===== src/rtl/aw_outstanding_ctrl.sv =====
// -----------------------------------------------------------------------------
// aw_outstanding_ctrl
//
// Write-channel controller that sits beside the AW ID extender. It throttles
// AW per original ID so that no ID ever has more than MAX_OUTSTANDING writes
// in flight, which keeps the extender's sequence numbers unambiguous. On the
// B channel it strips the sequence pad to restore the original BID, retires
// outstanding entries, and flags responses that return out of issue order or
// without a matching outstanding write.
//
// Ports
//   Aclk               clock, rising edge
//   ARESETnRst         asynchronous active-low reset
//   s_aw_id/valid/ready  upstream AW handshake (original ID)
//   m_aw_valid/ready     downstream AW handshake toward the extender
//   m_b_id/valid/ready   downstream B handshake, BID = {seq, orig_id}
//   s_b_id/valid/ready   upstream B handshake, BID restored to orig_id
//   err_clr            synchronous clear of order_err
//   order_err          sticky ordering / unexpected-response flag
//   outstanding_total  registered sum of all per-ID outstanding counts
//   busy               registered (outstanding_total != 0)
// -----------------------------------------------------------------------------
module aw_outstanding_ctrl #(
   parameter int ID_WIDTH        = 2,
   parameter int ID_PAD          = 4,
   parameter int MAX_OUTSTANDING = 8
) (
   input  logic                                              Aclk,
   input  logic                                              ARESETnRst,
   input  logic [ID_WIDTH-1:0]                               s_aw_id,
   input  logic                                              s_aw_valid,
   output logic                                              s_aw_ready,
   output logic                                              m_aw_valid,
   input  logic                                              m_aw_ready,
   input  logic [ID_PAD+ID_WIDTH-1:0]                        m_b_id,
   input  logic                                              m_b_valid,
   output logic                                              m_b_ready,
   output logic [ID_WIDTH-1:0]                               s_b_id,
   output logic                                              s_b_valid,
   input  logic                                              s_b_ready,
   input  logic                                              err_clr,
   output logic                                              order_err,
   output logic [ID_WIDTH+$clog2(MAX_OUTSTANDING+1)-1:0]     outstanding_total,
   output logic                                              busy
);

   localparam int N  = 1 << ID_WIDTH;
   localparam int CW = $clog2(MAX_OUTSTANDING + 1);
   localparam int TW = ID_WIDTH + CW;
   localparam logic [CW-1:0] MAX_C = CW'(MAX_OUTSTANDING);

   // A limit above 2^ID_PAD would let two in-flight writes share a sequence
   // number, so such a configuration is rejected at elaboration.
   generate
      if (MAX_OUTSTANDING < 1 || MAX_OUTSTANDING > (1 << ID_PAD)) begin : g_cfg_err
         $error("aw_outstanding_ctrl: MAX_OUTSTANDING must be in 1..2^ID_PAD");
      end
   endgenerate

   logic [CW-1:0]     cnt         [N];
   logic [CW-1:0]     cnt_nxt     [N];
   logic [ID_PAD-1:0] exp_seq     [N];
   logic [ID_PAD-1:0] exp_seq_nxt [N];
   logic [N-1:0]      inc;
   logic [N-1:0]      dec;
   logic [TW-1:0]     total_nxt;

   logic              stall;
   logic              aw_fire;
   logic              b_fire;
   logic              err_set;
   logic [ID_WIDTH-1:0] bid;
   logic [ID_PAD-1:0]   bseq;

   // AW path: purely combinational, no buffering
   assign stall      = (cnt[s_aw_id] == MAX_C);
   assign m_aw_valid = s_aw_valid & ~stall;
   assign s_aw_ready = m_aw_ready & ~stall;
   assign aw_fire    = s_aw_valid & s_aw_ready;

   // B path: pass-through with the sequence pad stripped, never stalled
   assign bid       = m_b_id[ID_WIDTH-1:0];
   assign bseq      = m_b_id[ID_PAD+ID_WIDTH-1:ID_WIDTH];
   assign s_b_id    = bid;
   assign s_b_valid = m_b_valid;
   assign m_b_ready = s_b_ready;
   assign b_fire    = m_b_valid & s_b_ready;

   assign err_set = b_fire & ((cnt[bid] == '0) | (bseq != exp_seq[bid]));

   always_comb begin
      total_nxt = '0;
      inc       = '0;
      dec       = '0;
      for (int i = 0; i < N; i++) begin
         inc[i] = aw_fire & (s_aw_id == ID_WIDTH'(i));
         dec[i] = b_fire & (bid == ID_WIDTH'(i)) & (cnt[i] != '0);

         cnt_nxt[i] = cnt[i];
         if (inc[i] && !dec[i])
            cnt_nxt[i] = cnt[i] + CW'(1);
         else if (dec[i] && !inc[i])
            cnt_nxt[i] = cnt[i] - CW'(1);

         // In order, bseq+1 equals exp_seq+1; otherwise this resyncs to the
         // observed sequence, so one assignment covers every case.
         exp_seq_nxt[i] = exp_seq[i];
         if (b_fire && (bid == ID_WIDTH'(i)))
            exp_seq_nxt[i] = bseq + ID_PAD'(1);

         total_nxt = total_nxt + TW'(cnt_nxt[i]);
      end
   end

   always_ff @(posedge Aclk or negedge ARESETnRst) begin
      if (!ARESETnRst) begin
         for (int i = 0; i < N; i++) begin
            cnt[i]     <= '0;
            exp_seq[i] <= '0;
         end
         order_err         <= 1'b0;
         outstanding_total <= '0;
         busy              <= 1'b0;
      end else begin
         for (int i = 0; i < N; i++) begin
            cnt[i]     <= cnt_nxt[i];
            exp_seq[i] <= exp_seq_nxt[i];
         end
         // Set beats clear when both happen on the same edge
         order_err         <= err_set | (order_err & ~err_clr);
         outstanding_total <= total_nxt;
         busy              <= (total_nxt != '0);
      end
   end

endmodule


===== config.mk =====
export PLATFORM = sky130hd
export DESIGN_NAME = aw_outstanding_ctrl
export DESIGN_NICKNAME = d
export VERILOG_FILES = /design/src/rtl/aw_outstanding_ctrl.sv
export SDC_FILE = /design/constraint.sdc
export NUM_CORES = 1
export LEC_CHECK = 0
export ABC_AREA = 1
export BUFFER_PORTS_ARGS = -buffer_cell sky130_fd_sc_hd__clkbuf_2
export CAP_MARGIN = 20
export CORE_ASPECT_RATIO = 1.75
export CORE_MARGIN = 2
export CORE_UTILIZATION = 60
export DETAILED_ROUTE_END_ITERATION = 16
export PLACE_DENSITY = 0.77
export SETUP_SLACK_MARGIN = 0.1
export SYNTH_ARGS = -nofsm -noshare
export SYNTH_HDL_FRONTEND = slang
export SYNTH_SLANG_ARGS = --single-unit
export TNS_END_PERCENT = 20

===== constraint.sdc =====
create_clock -name Aclk -period 7.3 [get_ports Aclk]
set_input_delay 1.46 -clock Aclk [delete_from_list [all_inputs] [get_ports Aclk]]
set_output_delay 1.46 -clock Aclk [all_outputs]
set_load 0.03 [all_outputs]

==> run metrics <==
setup TNS 0 ps; commonest non-fill, non-tap cell in the layout nand2_1; gr ovfl total 0; synthesized flop and latch total 40; clock root buffer master clkbuf_8; Final Max Tran Viols 0; Tot Pwr ~1400 µW; initial antenna violation count 0; CORE AREA roughly 4700 µm²; critical-path maximum fanout 8; vias in the first global route about 2400; most frequent cells in the layout 129 x nand2_1, 64 x inv_1, 40 x dfrtp_1; simple-gate area share of the yosys netlist between 20% and 30%; Die ar. around 5400 µm²; post-synthesis compound-gate area fraction just under 8%; Nets around 460; vias per std cell between 5 and 6; io pins 29; worst relative slew slack 61.4%; adder and majority cell fraction of the synthesized area 11.6%; CP Launch Type input pin; register area share after synthesis approximately a third; Crit. End Element flip-flop; DRT iter0 DRCs 104; TritonCTS clock tree built; DRC 0; pwr dens 447 nW/µm²; Final Util roughly two thirds; RSZ-0062 raised after global routing no; n_diodes 0; postcts setup bufs 0; largest family of logic cells by synthesized area simple AND/OR/NAND/NOR gates; Syn. warnings 0; Max rail drop VDD about 0.70 mV; Clock Latency Late Sink around 290 ps; post-route minimum period approximately 4800 ps; row count 33; number of distinct library cells after synthesis 28; Leak ~0.0018 µW; IO buf count 28; share of cells above drive strength 1 12.3%; Clock transition at path regs approximately 80 ps; Final Skew around 4.8 ps; number of gates resized after CTS 0; Initial Util 62.0%; Hold Crit Class reg2reg; Total Routed Length around 6000 µm; fin crit share between 60% and 70%; clock sinks 40; endpoints failing setup 0; Req. time, crit path between 7000 and 8000 ps; post-synthesis mux area share less than 1%; post-DR wirelength/cell approximately 13 µm; post-synthesis instance area ~2900 µm²; pin count of the biggest net entering global routing 41; Avg Inst Size Synth around 7.3 µm²; syn_nets around 430; status finished, final reports clean; Fillers around 420; multi-input logic area approximately 1600 µm²; Post-Synth XOR/XNOR Area ~5.5%; ANT nets after route 0; DP HPWL 4990 µm; Syn Inst Count ~390; Die Y between 90 and 100 µm; slew at the pin with the worst max-slew slack 579 ps; post-cts hold buffer count 0; FMAX 207 MHz; H-tree depth 2; Final Hold Vio Count 0; Syn-to-layout area delta 10.0%; crit path DAT between 5000 and 6000 ps; Tot GR Track Use 25.4%; vias post-DR 2490; worst setup path class in2reg; routability cong. about 0.86; die extent in x 56.5 µm; Max Cap Violations 0; cts bufs inserted 5; global-route wire length before repair 10700 µm; Reg area 1000 µm²; clock buffer depth 2; drt pass-1 iters 5
[power by group]
part / switching [µW] / leakage [µW] / total [µW] / internal (µW)
sequential: 63.8 / 0.000475 / 377 / 313
combinational: 535 / 0.00130 / 868 / 333
clock: 78.4 / 0.0000541 / 180 / 101
total: 677 / 0.00183 / 1420 / 747
[path summary, 6_finish.rpt]
kind	start	endpoint	slack, ps	depth (start not counted)
worst max-delay path	s_aw_id[0]	busy	2460	21
worst min-delay path	order_err	order_err	480	2
worst max register to register	cnt[0]	busy	3270	20
worst min register to register	order_err	order_err	480	2
max in group asynchronous	ARESETnRst	exp_seq[14]	5650	2
min in group asynchronous	ARESETnRst	outstanding_total[0]	1150	1
[cell type report]
class	instances	area share, %
Clock buffer	5	2.16
Clock inverter	3	1.34
Inverter	66	7.79
Multi-Input combinational cell	279	49.9
Sequential cell	40	31.5
Tap cell	52	2.04
Timing Repair Buffer	29	5.27
[Yosys cell counts]
| master | instances | area (µm²) |
|---|---|---|
| a21oi_1 | 10 | 50.1 |
| a22oi_1 | 5 | 37.5 |
| a31oi_1 | 1 | 6.26 |
| a31oi_4 | 1 | 21.3 |
| and2_2 | 2 | 15.0 |
| buf_4 | 5 | 37.5 |
| clkbuf_1 | 3 | 11.3 |
| clkbuf_2 | 1 | 5.00 |
| dfrtp_1 | 40 | 1000 |
| fa_1 | 8 | 160 |
| ha_1 | 14 | 175 |
| inv_1 | 64 | 240 |
| inv_2 | 2 | 7.51 |
| mux2_2 | 2 | 22.5 |
| nand2_1 | 129 | 484 |
| nand2_2 | 2 | 12.5 |
| nand3_1 | 26 | 130 |
| nand3_2 | 1 | 10.0 |
| nand4_1 | 7 | 43.8 |
| nor2_1 | 22 | 82.6 |
| nor2_2 | 2 | 12.5 |
| nor2_4 | 3 | 33.8 |
| nor3_1 | 3 | 15.0 |
| nor4_1 | 1 | 6.26 |
| o21ai_0 | 21 | 105 |
| o31ai_1 | 1 | 7.51 |
| xnor2_1 | 2 | 17.5 |
| xor2_1 | 16 | 140 |
[worst max-delay path: stages]
cell      delay [ps]
clkbuf_2         150
nand2_1           90
inv_1             60
nand2_1           60
nand2_1           50
nor2_1           160
nand3_2          150
nand4_1          210
nand2_1          190
nand2_1           90
o21ai_0           80
nand2_1          100
inv_1             60
fa_1             490
fa_1             550
inv_1             40
ha_1             220
fa_1             400
xor2_1           170
nor4_1           180
nand2_1           80
[registers in the layout, summed over array words and instances, names as in the netlist]
signal	flops
outstanding_total	6
order_err	1
exp_seq	16
cnt	16
busy	1
[stage by stage]
stage | instance area (µm²) | std cells | setup slack (ps) | hold WS [ps]
after CTS | 3150 | 473 | 2480 | 489
after global routing | 3180 | 474 | 2090 | 512
after detailed placement | 3040 | 465 | 2180 | 470
final | 3180 | 474 | 2460 | 483
after global placement | 3040 | 465 | 2260 | 463
after floorplan | 2890 | 394 | 2600 | 442
[metal layers]
layer  GRT usage (%)  wire, µm
met5               0         0
met4            11.3       207
met3            3.76       154
met2            49.5      3460
met1            26.1      2340
[logic make-up (layout without fill, tap and decap cells)]
group	after synthesis	after routing
AO/OA/AOI/OAI	39	39
XOR/XNOR	18	18
multiplexers	2	2
buffers and inverters	75	103
adder cells (fa/ha/maj)	22	22
flip-flops	40	40
AND/OR/NAND/NOR	198	198
No activity file was read; power rests on OpenSTA's default activity.
